**src/rtl/ps2_keys_pkg.sv**
```systemverilog
// Shared PS/2 set-2 definitions: scan codes, game-key indices and tracker FSM states.
package ps2_keys_pkg;

    // Number of tracked game keys and width of a key index
    localparam int NUM_KEYS = 17;
    localparam int IDX_W    = 5;

    typedef logic [IDX_W-1:0] key_idx_t;

    // Prefix bytes
    localparam logic [7:0] SC_E0 = 8'hE0;
    localparam logic [7:0] SC_F0 = 8'hF0;

    // Extended (E0-prefixed) arrow codes
    localparam logic [7:0] SC_UP    = 8'h75;
    localparam logic [7:0] SC_DOWN  = 8'h72;
    localparam logic [7:0] SC_LEFT  = 8'h6B;
    localparam logic [7:0] SC_RIGHT = 8'h74;

    // Plain codes
    localparam logic [7:0] SC_W     = 8'h1D;
    localparam logic [7:0] SC_A     = 8'h1C;
    localparam logic [7:0] SC_S     = 8'h1B;
    localparam logic [7:0] SC_D     = 8'h23;
    localparam logic [7:0] SC_Y     = 8'h35;
    localparam logic [7:0] SC_G     = 8'h34;
    localparam logic [7:0] SC_H     = 8'h33;
    localparam logic [7:0] SC_J     = 8'h3B;
    localparam logic [7:0] SC_P     = 8'h4D;
    localparam logic [7:0] SC_L     = 8'h4B;
    localparam logic [7:0] SC_SEMI  = 8'h4C;
    localparam logic [7:0] SC_QUOTE = 8'h52;
    localparam logic [7:0] SC_SPACE = 8'h29;

    // Key indices into the held bitmap
    localparam key_idx_t K_UP    = 5'd0;
    localparam key_idx_t K_DOWN  = 5'd1;
    localparam key_idx_t K_LEFT  = 5'd2;
    localparam key_idx_t K_RIGHT = 5'd3;
    localparam key_idx_t K_W     = 5'd4;
    localparam key_idx_t K_A     = 5'd5;
    localparam key_idx_t K_S     = 5'd6;
    localparam key_idx_t K_D     = 5'd7;
    localparam key_idx_t K_Y     = 5'd8;
    localparam key_idx_t K_G     = 5'd9;
    localparam key_idx_t K_H     = 5'd10;
    localparam key_idx_t K_J     = 5'd11;
    localparam key_idx_t K_P     = 5'd12;
    localparam key_idx_t K_L     = 5'd13;
    localparam key_idx_t K_SEMI  = 5'd14;
    localparam key_idx_t K_QUOTE = 5'd15;
    localparam key_idx_t K_SPACE = 5'd16;

    // Prefix-protocol state: which prefix bytes have been seen
    typedef enum logic [1:0] {
        ST_IDLE    = 2'd0,
        ST_EXT     = 2'd1,
        ST_BRK     = 2'd2,
        ST_EXT_BRK = 2'd3
    } fsm_state_t;

endpackage

```
**src/rtl/ps2_code_lookup.sv**
```systemverilog
// Combinational map from (scan code, extended flag) to game-key index.
module ps2_code_lookup
    import ps2_keys_pkg::*;
(
    input  logic [7:0] i_code,
    input  logic       i_ext,
    output logic       o_hit,
    output key_idx_t   o_idx
);

    // Arrows only match with the E0 prefix; letters and space only without it
    // NOTE: every output gets a default first so no path leaves it unassigned (no latch).
    always_comb begin
        o_hit = 1'b1;
        o_idx = '0;
        if (i_ext) begin
            case (i_code)
                SC_UP:    o_idx = K_UP;
                SC_DOWN:  o_idx = K_DOWN;
                SC_LEFT:  o_idx = K_LEFT;
                SC_RIGHT: o_idx = K_RIGHT;
                default:  o_hit = 1'b0;
            endcase
        end else begin
            case (i_code)
                SC_W:     o_idx = K_W;
                SC_A:     o_idx = K_A;
                SC_S:     o_idx = K_S;
                SC_D:     o_idx = K_D;
                SC_Y:     o_idx = K_Y;
                SC_G:     o_idx = K_G;
                SC_H:     o_idx = K_H;
                SC_J:     o_idx = K_J;
                SC_P:     o_idx = K_P;
                SC_L:     o_idx = K_L;
                SC_SEMI:  o_idx = K_SEMI;
                SC_QUOTE: o_idx = K_QUOTE;
                SC_SPACE: o_idx = K_SPACE;
                default:  o_hit = 1'b0;
            endcase
        end
    end

endmodule

```
**src/rtl/ps2_key_tracker.sv**
```systemverilog
// Runs the set-2 E0/F0 prefix protocol over received bytes, keeps the held-key
// bitmap and emits one event per real press or release (repeats suppressed).
module ps2_key_tracker
    import ps2_keys_pkg::*;
#(
    parameter int TIMEOUT_CYC = 200000,
    parameter int TO_W        = 18
) (
    input  logic                CLOCK_50,
    input  logic                resetn,
    input  logic                code_valid,
    input  logic [7:0]          code_byte,
    input  logic                code_err,
    input  logic                flush,
    output logic [NUM_KEYS-1:0] key_held,
    output logic                key_event,
    output key_idx_t            key_event_idx,
    output logic                key_event_make,
    output logic                proto_err
);

    localparam logic [TO_W-1:0] TO_LAST = TO_W'(TIMEOUT_CYC - 1);

    fsm_state_t          r_state;
    fsm_state_t          w_next_state;
    logic [TO_W-1:0]     r_to_cnt;
    logic [NUM_KEYS-1:0] r_key_held;
    logic                r_key_event;
    key_idx_t            r_key_event_idx;
    logic                r_key_event_make;
    logic                r_proto_err;

    logic     w_in_prefix;
    logic     w_expire;
    logic     w_take;
    logic     w_ext;
    logic     w_do_key;
    logic     w_make;
    logic     w_hit;
    key_idx_t w_idx;
    logic     w_proto_err;

    assign w_in_prefix = (r_state != ST_IDLE);
    assign w_ext       = (r_state == ST_EXT) || (r_state == ST_EXT_BRK);
    // A valid byte in the expiry cycle wins over the timeout
    assign w_expire    = w_in_prefix && (r_to_cnt == TO_LAST) && !code_valid;
    assign w_take      = code_valid && !code_err && !flush;
    assign w_proto_err = !flush && ((code_valid && code_err) || w_expire);

    ps2_code_lookup u_lookup (
        .i_code (code_byte),
        .i_ext  (w_ext),
        .o_hit  (w_hit),
        .o_idx  (w_idx)
    );

    // State register
    // NOTE: sequential state uses non-blocking assignments so every flop samples pre-edge values.
    always_ff @(posedge CLOCK_50 or negedge resetn) begin
        if (!resetn) r_state <= ST_IDLE;
        else         r_state <= w_next_state;
    end

    // Next-state: flush, then error byte, then valid byte, then timeout
    always_comb begin
        w_next_state = r_state;
        if (flush) begin
            w_next_state = ST_IDLE;
        end else if (code_valid) begin
            if (code_err) begin
                w_next_state = ST_IDLE;
            end else begin
                case (r_state)
                    ST_IDLE, ST_EXT: begin
                        if (code_byte == SC_E0)      w_next_state = ST_EXT;
                        else if (code_byte == SC_F0) w_next_state = w_ext ? ST_EXT_BRK : ST_BRK;
                        else                         w_next_state = ST_IDLE;
                    end
                    default: w_next_state = ST_IDLE;
                endcase
            end
        end else if (w_expire) begin
            w_next_state = ST_IDLE;
        end
    end

    // FSM outputs: decide whether this byte is a make or a break of a key code
    always_comb begin
        w_do_key = 1'b0;
        w_make   = 1'b0;
        if (w_take) begin
            case (r_state)
                ST_IDLE, ST_EXT: begin
                    if (code_byte != SC_E0 && code_byte != SC_F0) begin
                        w_do_key = 1'b1;
                        w_make   = 1'b1;
                    end
                end
                default: w_do_key = 1'b1;
            endcase
        end
    end

    // Prefix timeout counter: only runs while waiting inside a prefix
    always_ff @(posedge CLOCK_50 or negedge resetn) begin
        if (!resetn) begin
            r_to_cnt <= '0;
        end else if (flush || code_valid || !w_in_prefix || w_expire) begin
            r_to_cnt <= '0;
        end else begin
            r_to_cnt <= r_to_cnt + 1'b1;
        end
    end

    // Held bitmap and event register; only real transitions produce an event
    always_ff @(posedge CLOCK_50 or negedge resetn) begin
        if (!resetn) begin
            r_key_held       <= '0;
            r_key_event      <= 1'b0;
            r_key_event_idx  <= '0;
            r_key_event_make <= 1'b0;
            r_proto_err      <= 1'b0;
        end else begin
            r_key_event <= 1'b0;
            r_proto_err <= w_proto_err;
            if (flush) begin
                r_key_held <= '0;
            end else if (w_do_key && w_hit && (r_key_held[w_idx] != w_make)) begin
                r_key_held[w_idx] <= w_make;
                r_key_event       <= 1'b1;
                r_key_event_idx   <= w_idx;
                r_key_event_make  <= w_make;
            end
        end
    end

    assign key_held       = r_key_held;
    assign key_event      = r_key_event;
    assign key_event_idx  = r_key_event_idx;
    assign key_event_make = r_key_event_make;
    assign proto_err      = r_proto_err;

endmodule

```
**config.mk**
```make
export PLATFORM = sky130hd
export DESIGN_NAME = ps2_key_tracker
export DESIGN_NICKNAME = d
export VERILOG_FILES = /design/src/rtl/ps2_keys_pkg.sv /design/src/rtl/ps2_code_lookup.sv /design/src/rtl/ps2_key_tracker.sv
export SDC_FILE = /design/constraint.sdc
export NUM_CORES = 1
export LEC_CHECK = 0
export ABC_CLOCK_PERIOD_IN_PS = 3700
export CORE_UTILIZATION = 45
export CTS_CLUSTER_SIZE = 28
export DETAILED_ROUTE_END_ITERATION = 16
export PLACE_DENSITY = 0.73
export RECOVER_POWER = 100
export SLEW_MARGIN = 40
export SYNTH_ARGS = -nofsm -noshare
export SYNTH_HDL_FRONTEND = slang
export SYNTH_SLANG_ARGS = --single-unit
```
**constraint.sdc**
```tcl
create_clock -name CLOCK_50 -period 3.7 [get_ports CLOCK_50]
set_input_delay 0.37 -clock CLOCK_50 [delete_from_list [all_inputs] [get_ports CLOCK_50]]
set_output_delay 0.37 -clock CLOCK_50 [all_outputs]
set_load 0.05 [all_outputs]
```
; Word-level counts from Yosys, hierarchy flattened
; Index checks and enable logic that the tools add are counted.
[classes]
n_addsub = 1
magnitude_cmp = 2
n_eq_ne = 25
n_mux = 29
n_bitwise = 1
n_reduce_logical = 27
[op_table]
columns = operator, n
row1 = $pmux W5 S13, 1
row2 = $eq A8 B7 Y1 const B, 8
row3 = $eq A8 B6 Y1 const B, 6
row4 = $mux W17, 2
row5 = $eq A8 B5 Y1 const B, 3
row6 = $add A18 B1 Y18 const B, 1
row7 = $eq A18 B18 Y1 const B, 1
row8 = $mux W18, 1
row9 = $bwmux W17, 1
row10 = $eq A8 B8 Y1 const B, 2
row11 = $ne A8 B8 Y1 const B, 2
row12 = $mux W2, 7
row13 = $mux W1, 13
row14 = $reduce_or A13 Y1, 1
row15 = $logic_and A1 B1 Y1, 10
row16 = $lt A5 B6 Y1 const B, 1
row17 = $pmux W2 S3, 1
row18 = $bmux W1 S5, 1
row19 = $demux W1 S5, 1
row20 = $ge A5 B1 Y1 const B, 1
row21 = $logic_or A1 B1 Y1, 5
row22 = $mux W5, 1
row23 = $logic_not A1 Y1, 4
row24 = $reduce_bool A2 Y1, 2
row25 = 9 further kinds, 9
[totals]
ff_bits = 45
output_inout_bits = 25

; Logic depth before layout (Yosys ltp)
; Gate-level depths: netlist of run 1.
[depth]
depth_word = 10
depth_mapped = 14
ltp_nobuf = 11

; Modules after synthesis
; From an unflattened synthesis of run 1, not the netlist that was laid out.
[unflattened]
hier_cells = 308
hier_area_um2 = 2826.5
[by_module_without_submodules]
columns = mod, n_inst, cells_per_inst, area_each_um2, seq_area_each_um2
row1 = ps2_key_tracker, 1, 250, 2409.8, 1126.1
row2 = ps2_code_lookup, 1, 58, 416.6, 0.0

; Least setup slack after synthesis of run 1
; OpenSTA, ideal clock, no wires.
[synth_path]
kind = input port to flip-flop
start = in code_byte[2]
end = reg r_key_held[11], in the netlist key_held[11]
arrival_time_ns = 3.046
setup_slack_ns = 0.518
stages = 12
cell_sequence = buf_6 -> nand2b_2 -> nor4_2 -> nor3_2 -> a21oi_2 -> mux4_2 -> a21oi_1 -> o21ai_4 -> xnor2_4 -> buf_6 -> nor4_1 -> o32ai_1
[synth_via]
elab_chain_len = 10
elab_cells_between_ends = 47
classes_between = 2 x order compare / 20 x eq/ne / 18 x mux / 7 x reduce/logical
[synth_rtl]
columns = item, line
row1 = from (decl), ps2_key_tracker.sv:12  ; input logic [7:0] code_byte,
row2 = "$eq A8 B6 Y1, or another cell as far along", ps2_code_lookup.sv:25  ; case (i_code)
row3 = $pmux W5 S13 / $pmux W2 S3 (equally long branches), "ps2_code_lookup.sv:25, ps2_code_lookup.sv:17"
row4 = $mux W5, ps2_code_lookup.sv:16  ; if (i_ext) begin
row5 = $lt A5 B6 Y1 (not written as such) / $ge A5 B1 Y1 (equally long branches), ps2_key_tracker.sv:129  ; r_key_held[w_idx] <= w_make;
row6 = $logic_and A1 B1 Y1 (not written as such), ps2_key_tracker.sv:129
row7 = $mux W1 (not written as such), ps2_key_tracker.sv:129
row8 = $demux W1 S5, ps2_key_tracker.sv:129
row9 = $bwmux W17, ps2_key_tracker.sv:129
row10 = $mux W17, ps2_key_tracker.sv:128  ; end else if (w_do_key && w_hit && (r_key_held[w_idx] != w_make)) begin
row11 = $mux W17, ps2_key_tracker.sv:126  ; if (flush) begin
row12 = "to (signal, indexed assignment)", ps2_key_tracker.sv:129
row13 = to (decl), ps2_key_tracker.sv:27  ; logic [NUM_KEYS-1:0] r_key_held;
; Parallel ways exist; a longest one is shown, timed or not. The select of a mux whose other input is x is not followed.
; A chain may end at the register's enable or synchronous reset.

; Worst setup path in the final report of run 1
[layout_path]
start = in code_byte[7]
end = reg r_key_event_idx[3], in the netlist key_event_idx[3]
[layout_via]
elab_chain_len = 8
elab_cells_between_ends = 39
classes_between = 20 x eq/ne / 13 x mux / 6 x reduce/logical
[layout_rtl]
columns = item, line
row1 = "$eq A8 B6 Y1, or another cell as far along", ps2_code_lookup.sv:25
row2 = "$pmux W5 S13, or another cell as far along", ps2_code_lookup.sv:25
row3 = $mux W5 / $mux W1 (equally long branches), "ps2_code_lookup.sv:16, ps2_key_tracker.sv:94"
row4 = $bmux W1 S5 / $mux W1 (equally long branches), "ps2_key_tracker.sv:128, ps2_key_tracker.sv:92"
row5 = $mux W1 (on tied branches), "ps2_key_tracker.sv:128, ps2_key_tracker.sv:91"
row6 = $ne A1 B1 Y1 / $logic_and A1 B1 Y1 (equally long branches), ps2_key_tracker.sv:128
row7 = $logic_and A1 B1 Y1, ps2_key_tracker.sv:128
row8 = $reduce_and A2 Y1 (no line), n/a
row9 = to (signal assigned), ps2_key_tracker.sv:131  ; r_key_event_idx <= w_idx;
row10 = to (decl), ps2_key_tracker.sv:29  ; key_idx_t r_key_event_idx;
; Parallel ways exist; a longest one is shown, timed or not. The select of a mux whose other input is x is not followed.

==> results of run 1 <==
## final cells by class
| class | count | area share, % |
|---|---|---|
| clock buffer | 6 | 1.90 |
| sequential | 45 | 29.5 |
| inverter | 19 | 1.87 |
| timing repair buffer | 89 | 19.6 |
| tap | 75 | 2.46 |
| multi-input combinational | 238 | 43.7 |
| clock inverter | 2 | 1.02 |
## cells in the mapped netlist (4+ instances only)
master / number
dfrtp_1: 45
nor2_1: 38
nand2_1: 29
inv_1: 19
o32ai_1: 13
nor3_1: 12
nor4_1: 12
xor2_1: 10
xnor2_1: 7
and3_1: 6
o21ai_0: 6
o21ai_1: 6
o311ai_0: 6
buf_2: 5
buf_6: 5
clkbuf_1: 5
mux2_2: 5
nand2b_1: 5
nand3_1: 5
nor2b_1: 5
a211oi_1: 4
a21oi_1: 4
and2_1: 4
and4_1: 4
nand4_1: 4
nor4b_1: 4
or2_1: 4
## metrics by stage
stage	worst slack [ps]	TNS [ps]	power, mW
2_1_floorplan	518	0	0.578
6_report	174	0	1.01
3_3_place_gp	-405	-7440	0.645
3_5_place_dp	-401	-6930	0.646
5_1_grt	-8.45	-8.45	1.05
4_1_cts	44.2	0	1.02
## state kept, by name, indices dropped and copies added (netlist names)
name and cells:
key_event_make 1, key_held 17, r_state 2, proto_err 1, key_event 1, r_to_cnt 18, key_event_idx 5
## timing repair
item	CTS	global route
hold buffers	0	0
pin swaps	0	1
endpoints found under the setup margin	17	22
cloned	0	1
gates resized for setup	1	13
## logic make-up after synthesis
group | Yosys count | share of synthesized area, %
flip-flops | 45 | 38.9
AND/OR/NAND/NOR | 148 | 27.7
multiplexers | 7 | 3.07
AO/OA/AOI/OAI | 63 | 17.8
adder cells (fa/ha/maj) | 1 | 0.432
buffers and inverters | 34 | 5.93
XOR/XNOR | 18 | 6.10
## metal layers
metal  global-route usage (%)  share of wire (%)  vias up
li1                         -                  -     1326
met1                     30.9                 43     1306
met2                     42.3                 49       96
met3                     5.05                5.1       20
met4                     10.5                2.9        0
met5                        0                  0        -
## report_power, final
group	leakage (nW)	internal, mW	switching, mW
clock network	0.0554	0.203	0.168
logic	0.902	0.0620	0.0871
registers	0.622	0.493	0.00202
total	1.58	0.758	0.257
## worst paths after layout
path / startpoint / end / slack (ps) / cells past startpoint
min in group asynchronous: resetn / r_to_cnt[5] / 790 / 1
max in group asynchronous: resetn / key_event_make / 1580 / 1
max: code_byte[7] / key_event_idx[3] / 170 / 12
min: r_to_cnt[0] / r_to_cnt[0] / 480 / 1
min reg2reg: r_to_cnt[0] / r_to_cnt[0] / 480 / 1
max reg2reg: r_state[0] / key_event_idx[3] / 820 / 9
## cells in the final DEF, fill, tap and decap left out, types with 3 or more instances in the layout
master and n:
nand3_1 5, nor2b_1 5, and2_1 3, nand2b_1 4, o21ai_1 5, and4_1 3, mux2_2 5, dlygate4sd3_1 25
o21ai_0 7, and3_1 6, nand2_1 29, buf_4 50, a21oi_1 3, nor3_1 10, a211oi_1 4, dfrtp_1 45
nand4_1 4, clkbuf_8 5, o311ai_0 4, o32ai_1 13, nor3_2 4, xnor2_1 7, clkdlybuf4s50_1 11, inv_1 19
or2_1 3, clkbuf_1 4, xor2_1 10, nor2_1 38, nor4_1 12
==> flow_metrics.tcl, run 1 <==
set metrics [dict create \
    hold_slack_ps 478 \
    vias 2748 \
    cts-root-buf "clkbuf_8" \
    routabilityCongestion 1.00 \
    coreArea_um2 6060 \
    hold_path.class "flip-flop to flip-flop" \
    die_w_um 82.2 \
    path_class "input pin to flip-flop" \
    die_area_um2 6750 \
    synth_nets 330 \
    cp_max_fo 7 \
    yosys.area.top_type "dfrtp_1" \
    p_leak_nw 1.58 \
    critPathRequiredTime_ps 3890 \
    fin_nets 412 \
    ir_drop_v 0.000348 \
    multi_input_area_um2 1670 \
    first_global_vias 2726 \
    ys_ff_latch 45 \
    clk_pin_slew_ps 80 \
    seq_area_frac_synth_pct 38.9 \
    cts-buffers-inserted 5 \
    crit_path_end_kind "flip-flop" \
    crit_path_cell_trace "clkdlybuf4s50_1 > or2_4 > nor3_2 > or2_1 > or4b_1 > a311oi_2 > a21oi_1 > a221oi_4 > o21ai_4 > xnor2_4 > nor2_4 > mux2_2" \
    period_share_pct 95.3 \
    synth_flop_cell "dfrtp_1" \
    synth_edf_count 0 \
    critPathBufInv 1 \
    fin_util_pct 63.0 \
    overflow 0 \
    cp_slowest_cell "clkdlybuf4s50_1" \
    netlist.area_leader.share_pct 38.9 \
    syn2layout_area_growth_pct 32.0 \
    fin_area_um2 3820 \
    drt_pass1_iterations 4 \
    insertion_delay_ps 300 \
    drv_cap 1 \
    ios 38 \
    fmax_mhz 284 \
    cp_slowest_stage_delay_ps 640 \
    violations "max-capacitance violations, max-slew violations" \
    hpwl_um 6000 \
    drv_slew 46 \
    cp_top_family "simple AND/OR/NAND/NOR gates" \
    diodes 0 \
    setup_viol 0 \
    wl_um 8010 \
    wl_per_cell_um 16.9 \
    dieHeight_um 82.2 \
    worstPathArrival_ps 3720 \
    start_kind "input pin" \
    track_usage_pct 25.0 \
    netlist_instances 316 \
    clockBufferDepth 2 \
    syn_area_um2 2890 \
    stdcell_count 474 \
    dpl_cell_area_um2 3640 \
    io_buffers 37 \
    viasPerCell 5.80 \
    num_rows 28 \
    grt_pass1_wl_um 12700 \
    status "complete, but fails checks" \
    ant_nets 0 \
    worst_clock_skew_ps 4.20 \
    grt_antenna_before_repair 0 \
    tightest_slew_ps 2360 \
    clkSinkCount 45 \
    slew_headroom_pct -57.5 \
    post-route-min-period_ps 3530 \
    placed_cells 465 \
    post_synth_main_area_contributors "dfrtp_1, nor2_1, o32ai_1, nand2_1, xor2_1" \
    htreeDepth 2 \
    grt_max_degree 46 \
    synth_cell_type_count 65 \
    fillers 532 \
    layout-drive-gt1-share_pct 21.8 \
    final_hold_viol_count 0 \
    seq_area_um2 1130 \
    postCtsSetupBuffers 0 \
    power-per-cell-area_nw_per_um2 266 \
    initial_utilization_pct 47.7 \
    drc 0 \
    synth-async-reset-ratio_pct 100 \
    synth_area_per_cell_um2 9.15 \
    synth-warning-count 0 \
    drt_iter0_markers 126 \
    cts_tree "built" \
]
Power figures use the tool's default switching activity.
==> inputs of run 2 (changes only) <==
Settings changed: ABC_CLOCK_PERIOD_IN_PS 3700 to 3600, CORE_MARGIN from default to 10, SLEW_MARGIN 40 to default.
Clock period 3.7 ns to 3.6 ns, I/O delays scaled along.
==> run 2 against run 1 <==
Against the previous run:
- the flow still finishes with violations (max-capacitance violations, max-slew violations)
- power is 3.9% lower
- via count is 2.4% higher
- setup slack better by 76 ps
- hold slack better by 15 ps
- die area is 49% higher
- final area is 0.29% lower
- first-iteration DRC count is 79% higher
- largest cell class unchanged
- largest power group unchanged
==> flow_metrics.tcl, run 2 (synthesized netlist as in run 1, its figures left out) <==
set metrics [dict create \
    hpwl_um 6150 \
    clockBufferDepth 2 \
    dpl_cell_area_um2 3670 \
    drt_iter0_markers 225 \
    wl_per_cell_um 17.1 \
    cts-root-buf "clkbuf_8" \
    fin_nets 419 \
    post-route-min-period_ps 3350 \
    hold_slack_ps 493 \
    grt_pass1_wl_um 13300 \
    vias 2814 \
    overflow 0 \
    ios 38 \
    coreArea_um2 6310 \
    final_cell_mix "buf_4, dfrtp_1, nor2_1" \
    drt_pass1_iterations 5 \
    path_class "input pin to flip-flop" \
    die_w_um 100 \
    cp_max_fo 9 \
    htreeDepth 2 \
    ant_nets 0 \
    routabilityCongestion 0.943 \
    violations "max-capacitance violations, max-slew violations" \
    crit_path_end_kind "flip-flop" \
    critPathLaunch "code_byte[7]" \
    num_rows 29 \
    slew_headroom_pct -56.7 \
    drc 0 \
    drv_slew 46 \
    rsz0062_at_grt "false" \
    final_hold_viol_count 0 \
    status "complete, but fails checks" \
    preCtsSetupSlack_ps -282 \
    diodes 0 \
    fin_area_um2 3810 \
    die_area_um2 10000 \
    cp-endpoint "key_event_idx[0]" \
    power-per-cell-area_nw_per_um2 256 \
    worstReg2RegEnd "key_event_idx[0]" \
    first_global_vias 2720 \
    p_leak_nw 1.64 \
    wl_um 8270 \
    layout_setup_ws_ps 250 \
    setup_viol 0 \
    start_kind "input pin" \
    worstPathArrival_ps 3540 \
    final_common_cell "buf_4" \
    fmax_mhz 298 \
    postCtsHoldBufs 0 \
    worst_clock_skew_ps 9.88 \
    grt_max_degree 46 \
    critPathRequiredTime_ps 3790 \
    rr_worst_depth 10 \
    tightest_slew_ps 2350 \
    insertion_delay_ps 300 \
    io_buffers 37 \
    hold_path.class "flip-flop to flip-flop" \
    clkSinkCount 45 \
    track_usage_pct 15.8 \
    p_total_mw 0.975 \
    cp_common_cell "clkbuf_1" \
    layout-drive-gt1-share_pct 21.4 \
    crit_path_cell_trace "clkbuf_1 > nor4b_1 > buf_4 > and4_1 > clkbuf_1 > or4b_4 > a311oi_2 > a21oi_1 > a221oi_4 > o21ai_4 > xnor2_1 > buf_12 > nor2_4 > mux2_2" \
    largest_reg_flops 18 \
    clk_pin_slew_ps 80 \
    drv_cap 1 \
    ir_drop_v 0.000205 \
    dieHeight_um 100 \
    largest-register "r_to_cnt" \
    r2r_slack_ps 530 \
    cts-buffers-inserted 5 \
    viasPerCell 5.83 \
    initial_utilization_pct 45.8 \
    period_share_pct 93.1 \
    grt_antenna_before_repair 0 \
    syn2layout_area_growth_pct 31.6 \
    cp_slowest_stage_delay_ps 550 \
    cp_slowest_cell "or4b_4" \
    cts_tree "built" \
    r2r_start "r_state[0]" \
]
[run 2: cell types whose count changed in the layout (fill, tap and decap cells not counted), sizes merged]
cell | before | now
bufinv | 1 | 0
clkinv | 1 | 0
buf | 50 | 57
dlymetal6s2s | 0 | 6
xnor2 | 9 | 8
clkinvlp | 0 | 1
clkbuf | 9 | 13
clkdlybuf4s50 | 11 | 3
[run 2: critical path: cells and delay by family]
family	cells	cell delay, ps
mux	1	360
buf+inv	4	670
compound gates	4	900
xor+xnor	1	190
simple gates	4	1050
[run 2: layout make-up]
type                       instances  area [um2]
multi-input combinational        237        1600
sequential                        45        1130
tap                               77        96.3
clock inverter                     1        7.51
timing repair buffer              97         830
inverter                          19        71.3
clock buffer                       7        76.3
fill                             553        2510
[run 2: stage by stage]
stage               std cells  utilization [%]  TNS [ps]
floorplan                 316                -         0
global placement          470             58.1     -4050
detailed placement        470             58.1     -4690
CTS                       478             59.5         0
global route              483             60.3         0
finish                    483             60.3         0
[run 2: how the worst min path moves through the flow]
stage | slack [ps] | endpoint | cells after the start | start
floorplan | 60 | key_event | 0 | resetn
global placement | 460 | r_to_cnt[0] | 1 | r_to_cnt[0]
global route | 520 | r_to_cnt[0] | 1 | r_to_cnt[0]
detailed placement | 480 | r_to_cnt[0] | 1 | r_to_cnt[0]
CTS | 260 | r_to_cnt[13] | 1 | resetn
finish | 490 | r_to_cnt[0] | 1 | r_to_cnt[0]
[run 2: what timing repair did]
action                     4_1_cts  5_1_grt
setup endpoints to repair        4       20
pin swaps                        0        5
setup buffers                    0        5
resized for setup                1       16
[run 2: where the power goes]
part | switching [mW] | internal, mW
logic | 0.0869 | 0.0691
registers | 0.00225 | 0.507
clock network | 0.172 | 0.137
total | 0.261 | 0.714
[run 2: per-layer routing]
metal	vias up	track usage, %	wire [um]
met5	-	0	0
met4	0	5.43	183
met3	21	3.09	443
met2	104	25.3	3920
met1	1355	20.9	3710
li1	1334	-	-
